**src/rtl/varicode_pkg.sv**
```systemverilog
// varicode_pkg: shared widths, ASCII constants, code record and helpers for the varicode decoder
package varicode_pkg;
    localparam int WORD_W       = 13;
    localparam int ACC_W        = 12;
    localparam int LEN_W        = 4;
    localparam int MAX_CODE_LEN = 10;
    localparam logic [6:0] ASCII_SP = 7'h20;
    localparam logic [6:0] ASCII_A  = 7'h61;
    localparam logic [6:0] ASCII_E  = 7'h65;
    localparam logic [6:0] ASCII_T  = 7'h74;
    typedef struct packed {
        logic [ACC_W-1:0] code;
        logic [LEN_W-1:0] len;
    } code_t;
    typedef enum logic [1:0] {TX_IDLE, TX_START, TX_HOLD} tx_state_t;
    function automatic logic [7:0] sat_inc(logic [7:0] v);
        return v + {7'd0, v != 8'hff};
    endfunction
endpackage

```
**src/rtl/varicode_rom.sv**
```systemverilog
// varicode_rom: PSK31 varicode to 7-bit ASCII lookup; code is right-aligned, len disambiguates width
module varicode_rom
    import varicode_pkg::*;
(
    input  logic [ACC_W-1:0] code,
    input  logic [LEN_W-1:0] len,
    output logic [6:0]       ascii,
    output logic             hit
);
    always_comb begin
        ascii = 7'h00;
        hit   = 1'b1;
        case ({len, code})
            {4'd10, 12'b1010101011}: ascii = 7'h00;  {4'd10, 12'b1011011011}: ascii = 7'h01;
            {4'd10, 12'b1011101101}: ascii = 7'h02;  {4'd10, 12'b1101110111}: ascii = 7'h03;
            {4'd10, 12'b1011101011}: ascii = 7'h04;  {4'd10, 12'b1101011111}: ascii = 7'h05;
            {4'd10, 12'b1011101111}: ascii = 7'h06;  {4'd10, 12'b1011111101}: ascii = 7'h07;
            {4'd10, 12'b1011111111}: ascii = 7'h08;  {4'd8,  12'b11101111}:   ascii = 7'h09;
            {4'd5,  12'b11101}:      ascii = 7'h0A;  {4'd10, 12'b1101101111}: ascii = 7'h0B;
            {4'd10, 12'b1011011101}: ascii = 7'h0C;  {4'd5,  12'b11111}:      ascii = 7'h0D;
            {4'd10, 12'b1101110101}: ascii = 7'h0E;  {4'd10, 12'b1110101011}: ascii = 7'h0F;
            {4'd10, 12'b1011110111}: ascii = 7'h10;  {4'd10, 12'b1011110101}: ascii = 7'h11;
            {4'd10, 12'b1110101101}: ascii = 7'h12;  {4'd10, 12'b1110101111}: ascii = 7'h13;
            {4'd10, 12'b1101011011}: ascii = 7'h14;  {4'd10, 12'b1101101011}: ascii = 7'h15;
            {4'd10, 12'b1101101101}: ascii = 7'h16;  {4'd10, 12'b1101010111}: ascii = 7'h17;
            {4'd10, 12'b1101111011}: ascii = 7'h18;  {4'd10, 12'b1101111101}: ascii = 7'h19;
            {4'd10, 12'b1110110111}: ascii = 7'h1A;  {4'd10, 12'b1101010101}: ascii = 7'h1B;
            {4'd10, 12'b1101011101}: ascii = 7'h1C;  {4'd10, 12'b1110111011}: ascii = 7'h1D;
            {4'd10, 12'b1011111011}: ascii = 7'h1E;  {4'd10, 12'b1101111111}: ascii = 7'h1F;
            {4'd1,  12'b1}:          ascii = 7'h20;  {4'd9,  12'b111111111}:  ascii = 7'h21;
            {4'd9,  12'b101011111}:  ascii = 7'h22;  {4'd9,  12'b111110101}:  ascii = 7'h23;
            {4'd9,  12'b111011011}:  ascii = 7'h24;  {4'd10, 12'b1011010101}: ascii = 7'h25;
            {4'd10, 12'b1010111011}: ascii = 7'h26;  {4'd9,  12'b101111111}:  ascii = 7'h27;
            {4'd8,  12'b11111011}:   ascii = 7'h28;  {4'd8,  12'b11110111}:   ascii = 7'h29;
            {4'd9,  12'b101101111}:  ascii = 7'h2A;  {4'd9,  12'b111011111}:  ascii = 7'h2B;
            {4'd7,  12'b1110101}:    ascii = 7'h2C;  {4'd6,  12'b110101}:     ascii = 7'h2D;
            {4'd7,  12'b1010111}:    ascii = 7'h2E;  {4'd9,  12'b110101111}:  ascii = 7'h2F;
            {4'd8,  12'b10110111}:   ascii = 7'h30;  {4'd8,  12'b10111101}:   ascii = 7'h31;
            {4'd8,  12'b11101101}:   ascii = 7'h32;  {4'd8,  12'b11111111}:   ascii = 7'h33;
            {4'd9,  12'b101110111}:  ascii = 7'h34;  {4'd9,  12'b101011011}:  ascii = 7'h35;
            {4'd9,  12'b101101011}:  ascii = 7'h36;  {4'd9,  12'b110101101}:  ascii = 7'h37;
            {4'd9,  12'b110101011}:  ascii = 7'h38;  {4'd9,  12'b110110111}:  ascii = 7'h39;
            {4'd8,  12'b11110101}:   ascii = 7'h3A;  {4'd9,  12'b110111101}:  ascii = 7'h3B;
            {4'd9,  12'b111101101}:  ascii = 7'h3C;  {4'd7,  12'b1010101}:    ascii = 7'h3D;
            {4'd9,  12'b111010111}:  ascii = 7'h3E;  {4'd10, 12'b1010101111}: ascii = 7'h3F;
            {4'd10, 12'b1010111101}: ascii = 7'h40;  {4'd7,  12'b1111101}:    ascii = 7'h41;
            {4'd8,  12'b11101011}:   ascii = 7'h42;  {4'd8,  12'b10101101}:   ascii = 7'h43;
            {4'd8,  12'b10110101}:   ascii = 7'h44;  {4'd7,  12'b1110111}:    ascii = 7'h45;
            {4'd8,  12'b11011011}:   ascii = 7'h46;  {4'd8,  12'b11111101}:   ascii = 7'h47;
            {4'd9,  12'b101010101}:  ascii = 7'h48;  {4'd7,  12'b1111111}:    ascii = 7'h49;
            {4'd9,  12'b111111101}:  ascii = 7'h4A;  {4'd9,  12'b101111101}:  ascii = 7'h4B;
            {4'd8,  12'b11010111}:   ascii = 7'h4C;  {4'd8,  12'b10111011}:   ascii = 7'h4D;
            {4'd8,  12'b11011101}:   ascii = 7'h4E;  {4'd8,  12'b10101011}:   ascii = 7'h4F;
            {4'd8,  12'b11010101}:   ascii = 7'h50;  {4'd9,  12'b111011101}:  ascii = 7'h51;
            {4'd8,  12'b10101111}:   ascii = 7'h52;  {4'd7,  12'b1101111}:    ascii = 7'h53;
            {4'd7,  12'b1101101}:    ascii = 7'h54;  {4'd9,  12'b101010111}:  ascii = 7'h55;
            {4'd9,  12'b110110101}:  ascii = 7'h56;  {4'd9,  12'b101011101}:  ascii = 7'h57;
            {4'd9,  12'b101110101}:  ascii = 7'h58;  {4'd9,  12'b101111011}:  ascii = 7'h59;
            {4'd10, 12'b1010101101}: ascii = 7'h5A;  {4'd9,  12'b111110111}:  ascii = 7'h5B;
            {4'd9,  12'b111101111}:  ascii = 7'h5C;  {4'd9,  12'b111111011}:  ascii = 7'h5D;
            {4'd10, 12'b1010111111}: ascii = 7'h5E;  {4'd9,  12'b101101101}:  ascii = 7'h5F;
            {4'd10, 12'b1011011111}: ascii = 7'h60;  {4'd4,  12'b1011}:       ascii = 7'h61;
            {4'd7,  12'b1011111}:    ascii = 7'h62;  {4'd6,  12'b101111}:     ascii = 7'h63;
            {4'd6,  12'b101101}:     ascii = 7'h64;  {4'd2,  12'b11}:         ascii = 7'h65;
            {4'd6,  12'b111101}:     ascii = 7'h66;  {4'd7,  12'b1011011}:    ascii = 7'h67;
            {4'd6,  12'b101011}:     ascii = 7'h68;  {4'd4,  12'b1101}:       ascii = 7'h69;
            {4'd9,  12'b111101011}:  ascii = 7'h6A;  {4'd8,  12'b10111111}:   ascii = 7'h6B;
            {4'd5,  12'b11011}:      ascii = 7'h6C;  {4'd6,  12'b111011}:     ascii = 7'h6D;
            {4'd4,  12'b1111}:       ascii = 7'h6E;  {4'd3,  12'b111}:        ascii = 7'h6F;
            {4'd6,  12'b111111}:     ascii = 7'h70;  {4'd9,  12'b110111111}:  ascii = 7'h71;
            {4'd5,  12'b10101}:      ascii = 7'h72;  {4'd5,  12'b10111}:      ascii = 7'h73;
            {4'd3,  12'b101}:        ascii = 7'h74;  {4'd6,  12'b110111}:     ascii = 7'h75;
            {4'd7,  12'b1111011}:    ascii = 7'h76;  {4'd7,  12'b1101011}:    ascii = 7'h77;
            {4'd8,  12'b11011111}:   ascii = 7'h78;  {4'd7,  12'b1011101}:    ascii = 7'h79;
            {4'd9,  12'b111010101}:  ascii = 7'h7A;  {4'd10, 12'b1010110111}: ascii = 7'h7B;
            {4'd9,  12'b110111011}:  ascii = 7'h7C;  {4'd10, 12'b1010110101}: ascii = 7'h7D;
            {4'd10, 12'b1011010111}: ascii = 7'h7E;  {4'd10, 12'b1110110101}: ascii = 7'h7F;
            default: hit = 1'b0;
        endcase
    end
endmodule

```
**src/rtl/varicode_decoder.sv**
```systemverilog
// varicode_decoder: serialises UART symbol words, decodes PSK31 varicode and queues
// the ASCII result for the UART transmitter with a start/busy handshake.
module varicode_decoder
    import varicode_pkg::*;
#(
    parameter int FIFO_DEPTH   = 16,
    parameter int MAX_CODE_LEN = 10,
    parameter int HOLDOFF      = 2
) (
    input  logic        clk,
    input  logic        rst_n,
    input  logic        in_valid,
    input  logic [12:0] in_word,
    output logic        in_ready,
    input  logic        tx_busy,
    output logic        tx_start,
    output logic [7:0]  tx_data,
    output logic [7:0]  word_drop_cnt,
    output logic [7:0]  char_drop_cnt,
    output logic [7:0]  invalid_cnt
);
    localparam int AW = $clog2(FIFO_DEPTH);
    logic [WORD_W-1:0] sh;
    logic [3:0]        bit_cnt;
    code_t             acc;
    logic              zero_run, too_long;
    logic [1:0]        add;
    logic [4:0]        new_len;
    logic              bit_vld, cur, sep;
    logic [6:0]        rom_ascii, res_ascii;
    logic              rom_hit, res_vld, res_ok;
    logic [6:0]        mem [FIFO_DEPTH];
    logic [AW:0]       wr_ptr, rd_ptr;
    logic              empty, full, push, pop;
    tx_state_t         state, state_nx;
    logic [7:0]        hold_cnt;

    assign bit_vld = !in_ready;
    assign cur     = sh[0];
    // the pending zero only belongs to the code when something is already accumulated
    assign add     = (zero_run && acc.len != '0) ? 2'd2 : 2'd1;
    assign new_len = {1'b0, acc.len} + {3'b0, add};
    assign sep     = bit_vld && !cur && zero_run && acc.len != '0;
    assign empty   = wr_ptr == rd_ptr;
    assign full    = wr_ptr == {~rd_ptr[AW], rd_ptr[AW-1:0]};
    assign pop     = state == TX_IDLE && !empty && !tx_busy;
    assign push    = res_vld && res_ok && (!full || pop);
    assign tx_start = state == TX_START;

    varicode_rom u_rom (.code(acc.code), .len(acc.len), .ascii(rom_ascii), .hit(rom_hit));

    always_ff @(posedge clk or negedge rst_n) begin
        if (!rst_n) begin
            sh            <= '0;
            bit_cnt       <= '0;
            in_ready      <= 1'b1;
            word_drop_cnt <= '0;
        end else begin
            if (in_valid && in_ready) begin
                sh       <= in_word;
                bit_cnt  <= '0;
                in_ready <= 1'b0;
            end else if (!in_ready) begin
                sh       <= sh >> 1;
                bit_cnt  <= bit_cnt + 4'd1;
                in_ready <= bit_cnt == 4'(WORD_W - 1);
            end
            if (in_valid && !in_ready) word_drop_cnt <= sat_inc(word_drop_cnt);
        end
    end

    always_ff @(posedge clk or negedge rst_n) begin
        if (!rst_n) begin
            acc       <= '0;
            zero_run  <= 1'b0;
            too_long  <= 1'b0;
            res_vld   <= 1'b0;
            res_ok    <= 1'b0;
            res_ascii <= '0;
        end else begin
            if (bit_vld && cur) begin
                zero_run <= 1'b0;
                if (too_long || new_len > 5'(ACC_W)) too_long <= 1'b1;
                else acc <= '{code: (acc.code << add) | 12'd1, len: new_len[3:0]};
            end else if (bit_vld && !zero_run) begin
                zero_run <= 1'b1;
            end else if (sep) begin
                acc      <= '0;
                too_long <= 1'b0;
            end
            res_vld   <= sep;
            res_ascii <= rom_ascii;
            res_ok    <= rom_hit && !too_long && 32'(acc.len) <= MAX_CODE_LEN;
        end
    end

    always_ff @(posedge clk) if (push) mem[wr_ptr[AW-1:0]] <= res_ascii;

    always_ff @(posedge clk or negedge rst_n) begin
        if (!rst_n) begin
            wr_ptr        <= '0;
            rd_ptr        <= '0;
            tx_data       <= '0;
            invalid_cnt   <= '0;
            char_drop_cnt <= '0;
        end else begin
            if (push) wr_ptr <= wr_ptr + 1'b1;
            if (pop) begin
                rd_ptr  <= rd_ptr + 1'b1;
                tx_data <= {1'b0, mem[rd_ptr[AW-1:0]]};
            end
            if (res_vld && !res_ok) invalid_cnt <= sat_inc(invalid_cnt);
            if (res_vld && res_ok && full && !pop) char_drop_cnt <= sat_inc(char_drop_cnt);
        end
    end

    always_ff @(posedge clk or negedge rst_n) begin
        if (!rst_n) begin
            state    <= TX_IDLE;
            hold_cnt <= '0;
        end else begin
            state    <= state_nx;
            hold_cnt <= state == TX_HOLD ? hold_cnt + 8'd1 : 8'd0;
        end
    end

    always_comb begin
        state_nx = state;
        case (state)
            TX_IDLE:  state_nx = pop ? TX_START : TX_IDLE;
            TX_START: state_nx = HOLDOFF == 0 ? TX_IDLE : TX_HOLD;
            TX_HOLD:  state_nx = hold_cnt == 8'(HOLDOFF - 1) ? TX_IDLE : TX_HOLD;
            default:  state_nx = TX_IDLE;
        endcase
    end
endmodule
```
**config.mk**
```make
export PLATFORM = sky130hd
export DESIGN_NAME = varicode_decoder
export DESIGN_NICKNAME = d
export VERILOG_FILES = /design/src/rtl/varicode_pkg.sv /design/src/rtl/varicode_rom.sv /design/src/rtl/varicode_decoder.sv
export SDC_FILE = /design/constraint.sdc
export NUM_CORES = 1
export LEC_CHECK = 0
export CAP_MARGIN = 0
export CORE_UTILIZATION = 45
export CTS_BUF_LIST = sky130_fd_sc_hd__clkbuf_16
export DETAILED_ROUTE_END_ITERATION = 10
export HOLD_SLACK_MARGIN = 0.03
export PLACE_DENSITY = 0.61
export SLEW_MARGIN = 20
export SYNTH_ARGS = -nofsm -noshare
export SYNTH_HDL_FRONTEND = slang
export SYNTH_SLANG_ARGS = --single-unit
```
**constraint.sdc**
```tcl
create_clock -name clk -period 2.9 [get_ports clk]
set_input_delay 0.435 -clock clk [delete_from_list [all_inputs] [get_ports clk]]
set_output_delay 0.435 -clock clk [all_outputs]
set_load 0.005 [all_outputs]
```
Yosys cells after proc, flatten, opt, wreduce, memory -nomap -nowiden --
Memory sizes are Yosys's and may differ from the RTL's. A register that Yosys moved wholly into a read port is not among the register bits. Index checks and enable logic that the tools add are counted.
Word-level totals: register bits 89, bits in writable memories 112, word-level logic and storage cells 232, memories kept 1
Memory list:
- mem | words 16, width 7, read ports 1, clocked after memory_dff 1, wr ports 1, line varicode_decoder.sv:32 | logic [6:0] mem [FIFO_DEPTH];
Cells by class: $add $sub $neg 8, order comparisons 2, equality and inequality tests 141, shifts and indexed selects 1, mux-type cells 25, bitwise operators 1, reduce and logical (&&, ||, !) cells 36
Operators with widths (number):
- $eq A16 B16 Y1 const B | 95
- $pmux W7 S127 | 1
- $eq A16 B15 Y1 const B | 29
- $reduce_or A128 Y1 | 1
- $mux W16 | 4
- $eq A16 B14 Y1 const B | 3
- $mux W13 | 2
- $add A8 B1 Y8 | 3
- $ne A8 B8 Y1 const B | 3
- $logic_and A1 B1 Y1 | 17
- $eq A16 B13 Y1 const B | 1
- $mux W1 | 12
- $shl A12 B2 Y12 | 1
- $add A5 B1 Y5 const B | 2
- $eq A5 B5 Y1 | 2
- $logic_not A1 Y1 | 10
- $add A8 B1 Y8 const B | 1
- $eq A8 B1 Y1 const B | 1
- $mux W4 | 2
- $mux W8 | 1
- $pmux W2 S3 | 1
- $reduce_and A3 Y1 | 2
- $add A4 B2 Y5 | 1
- $gt A5 B4 Y1 const B | 1
- other kinds (13) | 18

Logic depth before layout (Yosys ltp) --
Gate-level depths: netlist (run 1).
word-level depth 8, depth in mapped cells 13

By module --
A second synthesis (run 1) with hierarchy kept.
Second synthesis, totals: cell total of the unflattened synthesis 969, area, all modules 11275.8 um^2
Modules (own cells, without submodules):
- varicode_decoder | instances 1, cells an instance 575, area each 8836.0 um^2
- varicode_rom | instances 1, cells an instance 394, area each 2439.8 um^2

Least setup slack after synthesis (run 1) --
No wires, ideal clock.
path type register -> register, from register acc[1] (netlist name), to register acc[3] (netlist name), library setup time 79 ps, data arrival time 2801 ps, path slack 20 ps, stages on the path, launching flop included 13, path buffers 3, period minus slack after synthesis 2880 ps, cells stage by stage dfrtp_1 buf_2 or2_1 o31ai_2 buf_2 xnor2_1 ha_1 a21oi_1 nor2_1 or3_1 nor2_1 clkbuf_1 mux2i_1
On the way: word-level cells in the longest chain between the ends 8
RTL lines:
- from (decl) | line varicode_decoder.sv:25 | code_t acc;
- from (signal assigned) | line varicode_decoder.sv:84 | else acc <= '{code: (acc.code << add) | 12'd1, len: new_len[3:0]};
- $reduce_bool A4 Y1 | line varicode_decoder.sv:41, varicode_decoder.sv:43
- $logic_and A1 B1 Y1 | line varicode_decoder.sv:41 | assign add = (zero_run && acc.len != '0) ? 2'd2 : 2'd1;
- $mux W2 | line varicode_decoder.sv:41
- $add A4 B2 Y5 | line varicode_decoder.sv:42 | assign new_len = {1'b0, acc.len} + {3'b0, add};
- $gt A5 B4 Y1 | line varicode_decoder.sv:83 | if (too_long || new_len > 5'(ACC_W)) too_long <= 1'b1;
- $logic_or A1 B1 Y1 | line varicode_decoder.sv:83
- $ne A2 B2 Y1 (no source line)
- $reduce_and A3 Y1 (no source line)
Parallel ways exist; a longest one is shown, timed or not. The select of a mux whose other input is x is not followed. A chain may end at the register's enable or synchronous reset.

Worst setup path in the final report (run 1) --
from register acc[9] (netlist name), to register res_ok
On the way: word-level cells in the longest chain between the ends 5
RTL lines:
- $eq A16 B16 Y1, or another cell as far along | line varicode_rom.sv:13 | case ({len, code})
- $reduce_or A128 Y1 (no source line) (*)
- $mux W1 (*) | line varicode_rom.sv:13
- $logic_and A1 B1 Y1 (*) (2 in a row) | line varicode_decoder.sv:93 | res_ok <= rom_hit && !too_long && 32'(acc.len) <= MAX_CODE_LEN;
- to (signal assigned) | line varicode_decoder.sv:78 | res_ok <= 1'b0;
- to (signal assigned) | line varicode_decoder.sv:93
- to (decl) | line varicode_decoder.sv:31 | logic rom_hit, res_vld, res_ok;
Mark *: on every way between the ends. The rest lies on a longest branch, timed or not.

==> flow_metrics.env, run 1 <==
export IMPL_clock_sinks=208
export IMPL_routed_wl_um=27700
export IMPL_min_path_type="input pin to async pin"
export IMPL_coreArea_mm2=0.0235
export IMPL_synth_cell_types=84
export IMPL_min_period_over_period_pct=95.7
export IMPL_fmax_ghz=0.360
export IMPL_gp_congestion=1.03
export IMPL_worstSetupEndpointType="register"
export IMPL_muxShareOfSynthArea_pct=10.9
export IMPL_rsz0062_at_grt="false"
export IMPL_status="finished, final reports clean"
export IMPL_hold_viol=0
export IMPL_critical_path_arrival_ns=3.11
export IMPL_cellLeakagePower_nw=4.76
export IMPL_yosysWarnings=0
export IMPL_fin_util_pct=54.1
export IMPL_rr_startpoint="acc[9]"
export IMPL_met1Wirelength_um=11700
export IMPL_wl_met3_um=1690
export IMPL_setup_viol=0
export IMPL_slew_viol_final=0
export IMPL_route_met2_wl_um=13300
export IMPL_clock_skew_ns=0.0214
export IMPL_path_max_fanout=11
export IMPL_drt_iter0_markers=905
export IMPL_synth_ff_type="edfxtp_1"
export IMPL_rr_worst_depth=9
export IMPL_ff_latch_area_mm2=0.00577
export IMPL_dp_hpwl_um=19600
export IMPL_avgRoutedWirePerCell_um=20.5
export IMPL_synth_seq_area_share_pct=53.1
export IMPL_tns_ns=0
export IMPL_synth_seq_cells=208
export IMPL_highest_layer="met4"
export IMPL_drive_gt1_share_pct=20.3
export IMPL_ir_drop_mv=0.668
export IMPL_crit_end="res_ok"
export IMPL_die_y_um=157
export IMPL_io_buffers=49
export IMPL_r2r_end="res_ok"
export IMPL_p_per_area_mw_per_mm2=783
export IMPL_fin_crit_ns=2.77
export IMPL_synth_xor_xnor_area_share_pct=3.47
export IMPL_syn_nets=959
export IMPL_die_area_mm2=0.0247
export IMPL_critical_path_required_ns=3.24
export IMPL_first_pass_iters=6
export IMPL_synth_simple_area_share_pct=17.0
export IMPL_io_pins=51
export IMPL_relSlewSlack_pct=54.0
export IMPL_die_w_um=157
export IMPL_synth_top_family_by_area="simple AND/OR/NAND/NOR gates"
export IMPL_vias_per_cell=5.87
export IMPL_grt_pass1_wl_um=43600
export IMPL_clock_latency_ns=0.50
export IMPL_gr_total_overflow=0
export IMPL_maxCapViolations=0
export IMPL_antenna_found_initial=0
export IMPL_r2r_slack_ns=0.13
export IMPL_drc=0
export IMPL_grt_max_degree=43
export IMPL_synth_fa_ha_area_share_pct=2.05
export IMPL_first_global_vias=7664
export IMPL_diodes=0
export IMPL_cts_tree="yes"
export IMPL_worst_setup_path_type="register to register"
export IMPL_vias=7925
export IMPL_area_growth_pct=17.3
export IMPL_fill_cells=2082
export IMPL_numCtsBuffers=21
export IMPL_track_usage_pct=23.0
export IMPL_post_cts_buffers=0
export IMPL_ys_async_sr_fraction_pct=46.2
export IMPL_detail_route_antenna_nets=0
export IMPL_clock_path_buffers=3
export IMPL_worst_slew_pin_slew_ns=0.688
export IMPL_synth_compound_area_share_pct=9.75
export IMPL_cp_start_kind="register"
export IMPL_synth_area_per_cell_um2=11.7
export IMPL_nNetsFinal=1051
export IMPL_synth_edf_count=112
export IMPL_row_count=56
export IMPL_synth_area_mm2=0.0109
export IMPL_syn_inst=925
export IMPL_cts_clk_slew_worst_paths_ns=0.06
export IMPL_htreeDepth=1
export IMPL_cts_root_buf="clkbuf_16"
export IMPL_multiInputGateArea_mm2=0.00469
export IMPL_start_util_pct=46.1
export IMPL_crit_start="acc[9]"
## cells in the mapped netlist (4+ instances only)
cell / instances / area [um2]
a211oi_1: 5 / 37.5
a21oi_1: 48 / 240
a31oi_1: 7 / 43.8
and2_1: 6 / 37.5
and3_1: 9 / 56.3
and4_1: 4 / 35.0
and4b_1: 7 / 70.1
buf_2: 31 / 155
buf_4: 11 / 82.6
clkbuf_1: 25 / 93.8
dfrtp_1: 95 / 2380
edfxtp_1: 112 / 3360
ha_1: 17 / 213
inv_1: 9 / 33.8
mux2_2: 23 / 259
mux2i_1: 14 / 140
mux4_2: 35 / 788
nand2_1: 99 / 372
nand2b_1: 4 / 25.0
nand3_1: 19 / 95.1
nand4_1: 30 / 188
nand4b_1: 5 / 43.8
nand4b_2: 4 / 60.1
nand4bb_1: 4 / 45.0
nor2_1: 77 / 289
nor2b_1: 11 / 68.8
nor3_1: 17 / 85.1
nor4_1: 5 / 31.3
o211ai_1: 7 / 52.6
o21ai_0: 37 / 185
o21ai_1: 4 / 20.0
o22ai_1: 13 / 81.3
or2_2: 5 / 31.3
or3_1: 5 / 31.3
xnor2_1: 29 / 254
xor2_1: 14 / 123
## registers in the layout (all words and copies together) (netlist names), 2 cells and up
| register | cells |
|---|---|
| hold_cnt | 8 |
| mem | 112 |
| res_ascii | 7 |
| acc | 16 |
| bit_cnt | 4 |
| state | 2 |
| wr_ptr | 5 |
| char_drop_cnt | 8 |
| sh | 13 |
| tx_data | 7 |
| word_drop_cnt | 8 |
| rd_ptr | 5 |
| invalid_cnt | 8 |
## logic make-up (layout without fill, tap and decap cells)
group,count (synthesis),in the layout
compound gates,165,165
xor+xnor,43,43
fa+ha+maj,18,18
buf+inv,80,187
flops,208,208
mux,72,72
other cells,1,1
simple gates,338,338
## critical path, stage by stage (launching register included)
cell       delay, ns
dfrtp_1         0.52
buf_4           0.25
nand4bb_1       0.23
nor2_1          0.11
nor3_1          0.33
a21oi_1         0.12
a2111oi_1       0.56
buf_4           0.22
and4_1          0.19
a311oi_2        0.10
## cell usage in the layout, fill, tap and decap left out, types with 5 or more instances in the layout
cell             netlist  routed
and4b_1                7       7
a21oi_1               48      48
clkbuf_16              0      21
nand4_1               30      30
nand2_1               99      99
or2_2                  5       5
buf_4                 11      87
inv_1                  9      18
nor4_1                 5       5
a211oi_1               5       5
and3_1                 9       9
nand3_1               19      19
a31oi_1                7       7
xnor2_1               29      29
clkdlybuf4s50_1        0      48
mux2i_1               14      14
nor2_1                77      76
o211ai_1               7       7
dfrtp_2                0       6
mux2_2                23      23
nor3_1                17      17
nand4b_1               5       5
nor2b_1               11      11
o22ai_1               13      13
ha_1                  17      17
and2_1                 6       6
mux4_2                35      35
o21ai_0               37      37
or3_1                  5       5
edfxtp_1             112     112
dfrtp_1               95      89
xor2_1                14      14
## layer usage
layer	track usage (%)	vias to the layer above
met5	0	-
met4	8.65	0
met3	2.89	102
met2	38.1	321
met1	30.9	3826
li1	-	3676
## timing repair
action,in CTS,in global routing
resized for setup,0,6
setup endpoints to repair,0,10
hold buffers,1,0
endpoints found under the hold margin,30,0
## worst min-delay path by stage
| stage | slack [ns] | to | from |
|---|---|---|---|
| after floorplan | 0.14 | acc[0] | rst_n |
| after global placement | 0.41 | tx_data[1] | rst_n |
| after detailed placement | 0.41 | tx_data[1] | rst_n |
| after CTS | 0.42 | tx_data[1] | rst_n |
| after global routing | 0.47 | tx_data[1] | rst_n |
| final | 0.42 | tx_data[1] | rst_n |
## through the flow
step                      instances  power (mW)  hold slack, ns  setup slack, ns  cell area, um2
after floorplan                 925        6.48           0.139           0.0200           10900
after global placement         1312        7.61           0.408            0.233           12100
after detailed placement       1312        7.64           0.410            0.226           12100
after CTS                      1351        10.1           0.420            0.230           12700
after global routing           1351        10.5           0.471          0.00832           12700
final                          1351        9.97           0.420            0.126           12700
## cell type report
cell class | instances | share of cell area [%]
flip-flops and latches | 208 | 45.4
clock inverters | 17 | 0.629
clock buffers | 21 | 4.13
multi-input cells | 637 | 36.9
repair buffers | 140 | 9.61
inverters | 9 | 0.265
well taps | 319 | 3.14
## report_power, final
| part | internal [mW] | switching [mW] | leakage (nW) |
|---|---|---|---|
| Sequential | 3.59 | 0.672 | 2.21 |
| Clock | 1.32 | 1.08 | 0.328 |
| Combinational | 1.72 | 1.60 | 2.22 |
| Total | 6.62 | 3.35 | 4.76 |
Note: power is estimated with default switching activity, not from simulation.
==> run 2, diff against run 1 <==
--- a/config.mk
+++ b/config.mk
@@ -5,10 +5,12 @@
 export SDC_FILE = /design/constraint.sdc
 export NUM_CORES = 1
 export LEC_CHECK = 0
+export ABC_CLOCK_PERIOD_IN_PS = 2400
 export CAP_MARGIN = 0
 export CORE_UTILIZATION = 45
 export CTS_BUF_LIST = sky130_fd_sc_hd__clkbuf_16
 export DETAILED_ROUTE_END_ITERATION = 10
+export GPL_ROUTABILITY_DRIVEN = 0
 export HOLD_SLACK_MARGIN = 0.03
 export PLACE_DENSITY = 0.61
 export SLEW_MARGIN = 20
==> constraint.sdc (replaced) <==
create_clock -name clk -period 2.4 [get_ports clk]
set_input_delay 0.36 -clock clk [delete_from_list [all_inputs] [get_ports clk]]
set_output_delay 0.36 -clock clk [all_outputs]
set_load 0.005 [all_outputs]
==> flow_metrics.env, run 2 (synthesis results as in run 1) <==
export IMPL_htreeDepth=1
export IMPL_cellLeakagePower_nw=5.35
export IMPL_drc=0
export IMPL_p_per_area_mw_per_mm2=946
export IMPL_io_buffers=49
export IMPL_die_y_um=157
export IMPL_rsz0062_at_grt="true"
export IMPL_critical_path_arrival_ns=2.85
export IMPL_critical_path_top_delay_family="compound AO/OA/AOI/OAI gates"
export IMPL_ff_latch_area_mm2=0.00578
export IMPL_setup_viol=1
export IMPL_clock_latency_ns=0.51
export IMPL_tns_ns=-0.0481
export IMPL_nNetsFinal=1155
export IMPL_fill_cells=1951
export IMPL_cp_num_buf_inv=2
export IMPL_grt_max_degree=39
export IMPL_numCtsBuffers=22
export IMPL_first_pass_iters=9
export IMPL_clock_path_buffers=3
export IMPL_clock_skew_ns=0.0229
export IMPL_multiInputGateArea_mm2=0.00489
export IMPL_diodes=0
export IMPL_setup_ws_ns=-0.0481
export IMPL_cp_start_kind="register"
export IMPL_worst_setup_path_type="register to register"
export IMPL_vias_per_cell=5.76
export IMPL_final_common_cell="buf_4"
export IMPL_die_w_um=157
export IMPL_rr_startpoint="acc[11]"
export IMPL_dp_hpwl_um=20300
export IMPL_pre_cts_ws_ns=-0.0568
export IMPL_fmax_ghz=0.408
export IMPL_cp_slowest_cell="dfrtp_1"
export IMPL_start_util_pct=46.1
export IMPL_final_instance_count_excl_fill=1456
export IMPL_drive_gt1_share_pct=30.3
export IMPL_clock_sinks=208
export IMPL_track_usage_pct=23.3
export IMPL_avgRoutedWirePerCell_um=19.4
export IMPL_crit_start="acc[11]"
export IMPL_grt_pass1_wl_um=44400
export IMPL_status="finished with violations"
export IMPL_hold_viol=0
export IMPL_relSlewSlack_pct=57.7
export IMPL_maxCapViolations=0
export IMPL_final_cell_mix="buf_4, edfxtp_1, nand2_1"
export IMPL_crit_chain="buf_4 -> nand4bb_2 -> buf_4 -> a21oi_1 -> nor3_1 -> o22ai_1 -> nor4_2 -> and4_1 -> a311oi_2"
export IMPL_dp_cells=1413
export IMPL_antenna_found_initial=0
export IMPL_cpPeakStageDelay_ns=0.43
export IMPL_slew_viol_final=0
export IMPL_area_growth_pct=27.1
export IMPL_path_common_cell="buf_4"
export IMPL_gr_total_overflow=0
export IMPL_min_period_over_period_pct=102
export IMPL_io_pins=51
export IMPL_routed_wl_um=28300
export IMPL_cts_tree="yes"
export IMPL_first_global_vias=7970
export IMPL_detail_route_antenna_nets=0
export IMPL_p_total_mw=13.1
export IMPL_worstSetupEndpointType="register"
export IMPL_coreArea_mm2=0.0235
export IMPL_largest_register_ffs=112
export IMPL_worst_slew_pin_slew_ns=0.634
export IMPL_ir_drop_mv=0.770
export IMPL_row_count=56
export IMPL_min_path_type="input pin to async pin"
export IMPL_path_max_fanout=9
export IMPL_fin_crit_ns=2.45
export IMPL_violations="setup timing"
export IMPL_drt_iter0_markers=970
export IMPL_critical_path_required_ns=2.80
export IMPL_die_area_mm2=0.0247
export IMPL_cts_clk_slew_worst_paths_ns=0.06
export IMPL_vias=8385
export IMPL_cts_root_buf="clkbuf_16"
==> run 2: what timing repair did <==
action / 4_1_cts / 5_1_grt
setup buffers: 1 / 1
hold buffers: 1 / 0
pin swaps: 1 / 2
endpoints found under the setup margin: 4 / 24
gates cloned: 0 / 0
gates resized for setup: 3 / 46
hold endpoints to repair: 28 / 0
==> run 2: layer usage <==
metal | GRT usage [%] | routed length [um] | up-vias
met5 | 0 | 0 | -
met4 | 7.30 | 1010 | 0
met3 | 3.80 | 1930 | 92
met2 | 38.1 | 13400 | 368
met1 | 31.8 | 11900 | 4054
li1 | - | - | 3871
==> run 2: power breakdown <==
part           leakage [nW]  internal [mW]  switching (mW)
clock                 0.347           1.78            1.37
sequential             2.21           4.34           0.616
combinational          2.79           2.58            2.36
total                  5.35           8.70            4.35
==> run 2: stage by stage <==
stage | hold slack [ns] | area [um2] | util (%)
finish | 0.322 | 13800 | 58.6
detailed placement | 0.340 | 13000 | 55.1
global placement | 0.334 | 13000 | 55.1
floorplan | 0.0644 | 11000 | -
global route | 0.380 | 13800 | 58.6
CTS | 0.332 | 13700 | 58.1
==> run 2: worst register-to-register path, cell delays in order (launching register included) <==
cell       delay [ns]
dfrtp_1          0.43
buf_4            0.20
nand4bb_2        0.32
buf_4            0.19
a21oi_1          0.27
nor3_1           0.10
o22ai_1          0.27
nor4_2           0.12
and4_1           0.22
a311oi_2         0.25
==> run 2: cell type report <==
type	instances	share of cell area, %
flip-flops and latches	208	41.9
multi-input cells	637	35.5
repair buffers	243	14.7
clock buffers	22	3.99
well taps	319	2.89
clock inverters	18	0.852
inverters	9	0.245
==> run 2: final timing paths <==
path                               to  slack (ns)  depth (start not counted)
min in group clk                sh[2]        0.49                          3
hold reg to reg             rd_ptr[4]        0.49                          1
setup / recovery               res_ok       -0.05                          9
max in group asynchronous    in_ready        1.42                          3
setup reg to reg               res_ok       -0.05                          9
hold / removal             tx_data[3]        0.32                          2
==> run 3, diff against run 2 <==
--- a/config.mk
+++ b/config.mk
@@ -5,14 +5,15 @@
 export SDC_FILE = /design/constraint.sdc
 export NUM_CORES = 1
 export LEC_CHECK = 0
-export ABC_CLOCK_PERIOD_IN_PS = 2400
+export ABC_CLOCK_PERIOD_IN_PS = 3000
 export CAP_MARGIN = 0
 export CORE_UTILIZATION = 45
 export CTS_BUF_LIST = sky130_fd_sc_hd__clkbuf_16
 export DETAILED_ROUTE_END_ITERATION = 10
 export GPL_ROUTABILITY_DRIVEN = 0
 export HOLD_SLACK_MARGIN = 0.03
-export PLACE_DENSITY = 0.61
+export PLACE_DENSITY = 0.58
+export REMOVE_ABC_BUFFERS = 1
 export SLEW_MARGIN = 20
 export SYNTH_ARGS = -nofsm -noshare
 export SYNTH_HDL_FRONTEND = slang
==> constraint.sdc (replaced) <==
create_clock -name clk -period 3 [get_ports clk]
set_input_delay 0.45 -clock clk [delete_from_list [all_inputs] [get_ports clk]]
set_output_delay 0.45 -clock clk [all_outputs]
set_load 0.005 [all_outputs]
==> flow_metrics.env, run 3 (synthesis results as in run 1) <==
export IMPL_status="finished, final reports clean"
export IMPL_p_per_area_mw_per_mm2=800
export IMPL_drive_gt1_share_pct=18.6
export IMPL_critical_path_required_ns=3.35
export IMPL_vias=7973
export IMPL_area_growth_pct=17.1
export IMPL_final_cell_mix="edfxtp_1, nand2_1, dfrtp_1"
export IMPL_cpPeakStageDelay_ns=0.71
export IMPL_largest_register_ffs=112
export IMPL_maxCapViolations=0
export IMPL_antenna_found_initial=0
export IMPL_relSlewSlack_pct=41.3
export IMPL_switching_share_pct=32.8
export IMPL_hold_viol=0
export IMPL_hold_buffers=1
export IMPL_pre_cts_ws_ns=0.307
export IMPL_internal_power_mw=6.84
export IMPL_grt_pass1_wl_um=43100
export IMPL_die_area_mm2=0.0247
export IMPL_grt_max_degree=50
export IMPL_min_path_type="input pin to async pin"
export IMPL_slew_viol_final=0
export IMPL_fill_cells=2078
export IMPL_pwr_share_comb_pct=32.0
export IMPL_highest_layer="met4"
export IMPL_clock_path_buffers=3
export IMPL_met1Wirelength_um=11200
export IMPL_fin_crit_ns=2.91
export IMPL_vias_per_cell=5.99
export IMPL_drt_iter0_markers=1045
export IMPL_first_global_vias=7645
export IMPL_worst_setup_path_type="register to register"
export IMPL_fin_util_pct=54.0
export IMPL_setup_viol=0
export IMPL_cts_root_buf="clkbuf_16"
export IMPL_switchingPower_mw=3.34
export IMPL_cts_tree="yes"
export IMPL_clock_sinks=208
export IMPL_nNetsFinal=1031
export IMPL_final_instance_count_excl_fill=1331
export IMPL_p_clk_share_pct=28.3
export IMPL_cellLeakagePower_nw=4.72
export IMPL_io_buffers=49
export IMPL_clock_latency_ns=0.53
export IMPL_route_met2_wl_um=12500
export IMPL_path_max_fanout=16
export IMPL_io_pins=51
export IMPL_worst_slew_pin_slew_ns=0.879
export IMPL_cts_clk_slew_worst_paths_ns=0.06
export IMPL_detail_route_antenna_nets=0
export IMPL_first_pass_iters=6
export IMPL_numCtsBuffers=23
export IMPL_setup_ws_ns=0.0935
export IMPL_dp_cells=1290
export IMPL_start_util_pct=46.1
export IMPL_row_count=56
export IMPL_critical_path_arrival_ns=3.26
export IMPL_drc=0
export IMPL_rsz0062_at_grt="false"
export IMPL_wl_met3_um=1970
export IMPL_design_area_mm2=0.0127
export IMPL_ir_drop_mv=0.513
export IMPL_fmax_ghz=0.344
export IMPL_gr_total_overflow=0
export IMPL_htreeDepth=1
export IMPL_crit_chain="buf_4 -> nor4b_1 -> nand4_1 -> o221ai_1 -> and2_1 -> a2111oi_1 -> and4_1 -> a311oi_2"
export IMPL_avgRoutedWirePerCell_um=20.2
export IMPL_routed_wl_um=26900
export IMPL_seqPwrFrac_pct=39.7
export IMPL_clock_skew_ns=0.0347
export IMPL_post_cts_buffers=0
export IMPL_die_w_um=157
export IMPL_min_period_over_period_pct=96.9
export IMPL_worstSetupEndpointType="register"
export IMPL_placed_area_mm2=0.0119
export IMPL_cp_slowest_cell="a2111oi_1"
export IMPL_die_y_um=157
export IMPL_diodes=0
export IMPL_cts_resized=0
export IMPL_track_usage_pct=22.6
export IMPL_cp_start_kind="register"
export IMPL_coreArea_mm2=0.0235
export IMPL_final_common_cell="edfxtp_1"
export IMPL_dp_hpwl_um=18300
## run 3: cell count changes in the layout (fill, tap and decap cells not counted), sizes merged
cell,delta
clkinv,-3
clkbuf,+1
clkinvlp,+1
inv,-2
bufinv,+3
buf,-125
## run 3: stage by stage
stage,hold WS [ns],power [mW],setup TNS [ns]
global route,0.510,10.8,0
detailed placement,0.480,7.36,0
floorplan,0.154,6.04,-14.61
global placement,0.473,7.32,0
CTS,0.492,10.3,0
finish,0.489,10.2,0
## run 3: area by class of cell
cell class	count	area (um2)	area share, %
Timing Repair Buffer	118	1050	8.23
Multi-Input combinational cell	637	4690	36.9
Tap cell	319	399	3.14
Clock buffer	23	576	4.53
Clock inverter	17	200	1.57
Sequential cell	208	5770	45.4
Inverter	9	33.8	0.266
## run 3: power groups by stage
stage | registers, mW | clock network [mW] | logic [mW]
2_1_floorplan | 4.22 | 0 | 1.81
3_3_place_gp | 4.09 | 0 | 3.23
3_5_place_dp | 4.09 | 0 | 3.27
4_1_cts | 4.04 | 2.94 | 3.28
5_1_grt | 4.13 | 3.05 | 3.60
6_report | 4.04 | 2.88 | 3.26
## run 3: path summary, 6_finish.rpt
check                      depth (start not counted)  startpoint    endpoint  slack [ns]
max                                                8     acc[11]      res_ok        0.09
min                                                2       rst_n  tx_data[3]        0.49
max reg2reg                                        8     acc[11]      res_ok        0.09
min reg2reg                                        1   wr_ptr[4]   wr_ptr[4]        0.49
max in group asynchronous                          3       rst_n    in_ready        1.72
min in group clk                                   1   wr_ptr[4]   wr_ptr[4]        0.49
## run 3: routing by layer
layer  track usage (%)  vias to the layer above
met2              36.0                      385
met1              30.6                     3839
met5                 0                        -
met3              4.02                      121
li1                  -                     3628
met4              9.29                        0
## run 3: worst max-delay path, delay by kind of cell (launching register included)
kind | cells | cell delay, ns
DFF | 1 | 0.67
and+or+nand+nor | 4 | 0.85
AOI/OAI and AO/OA | 3 | 0.97
buffers and inverters | 1 | 0.25
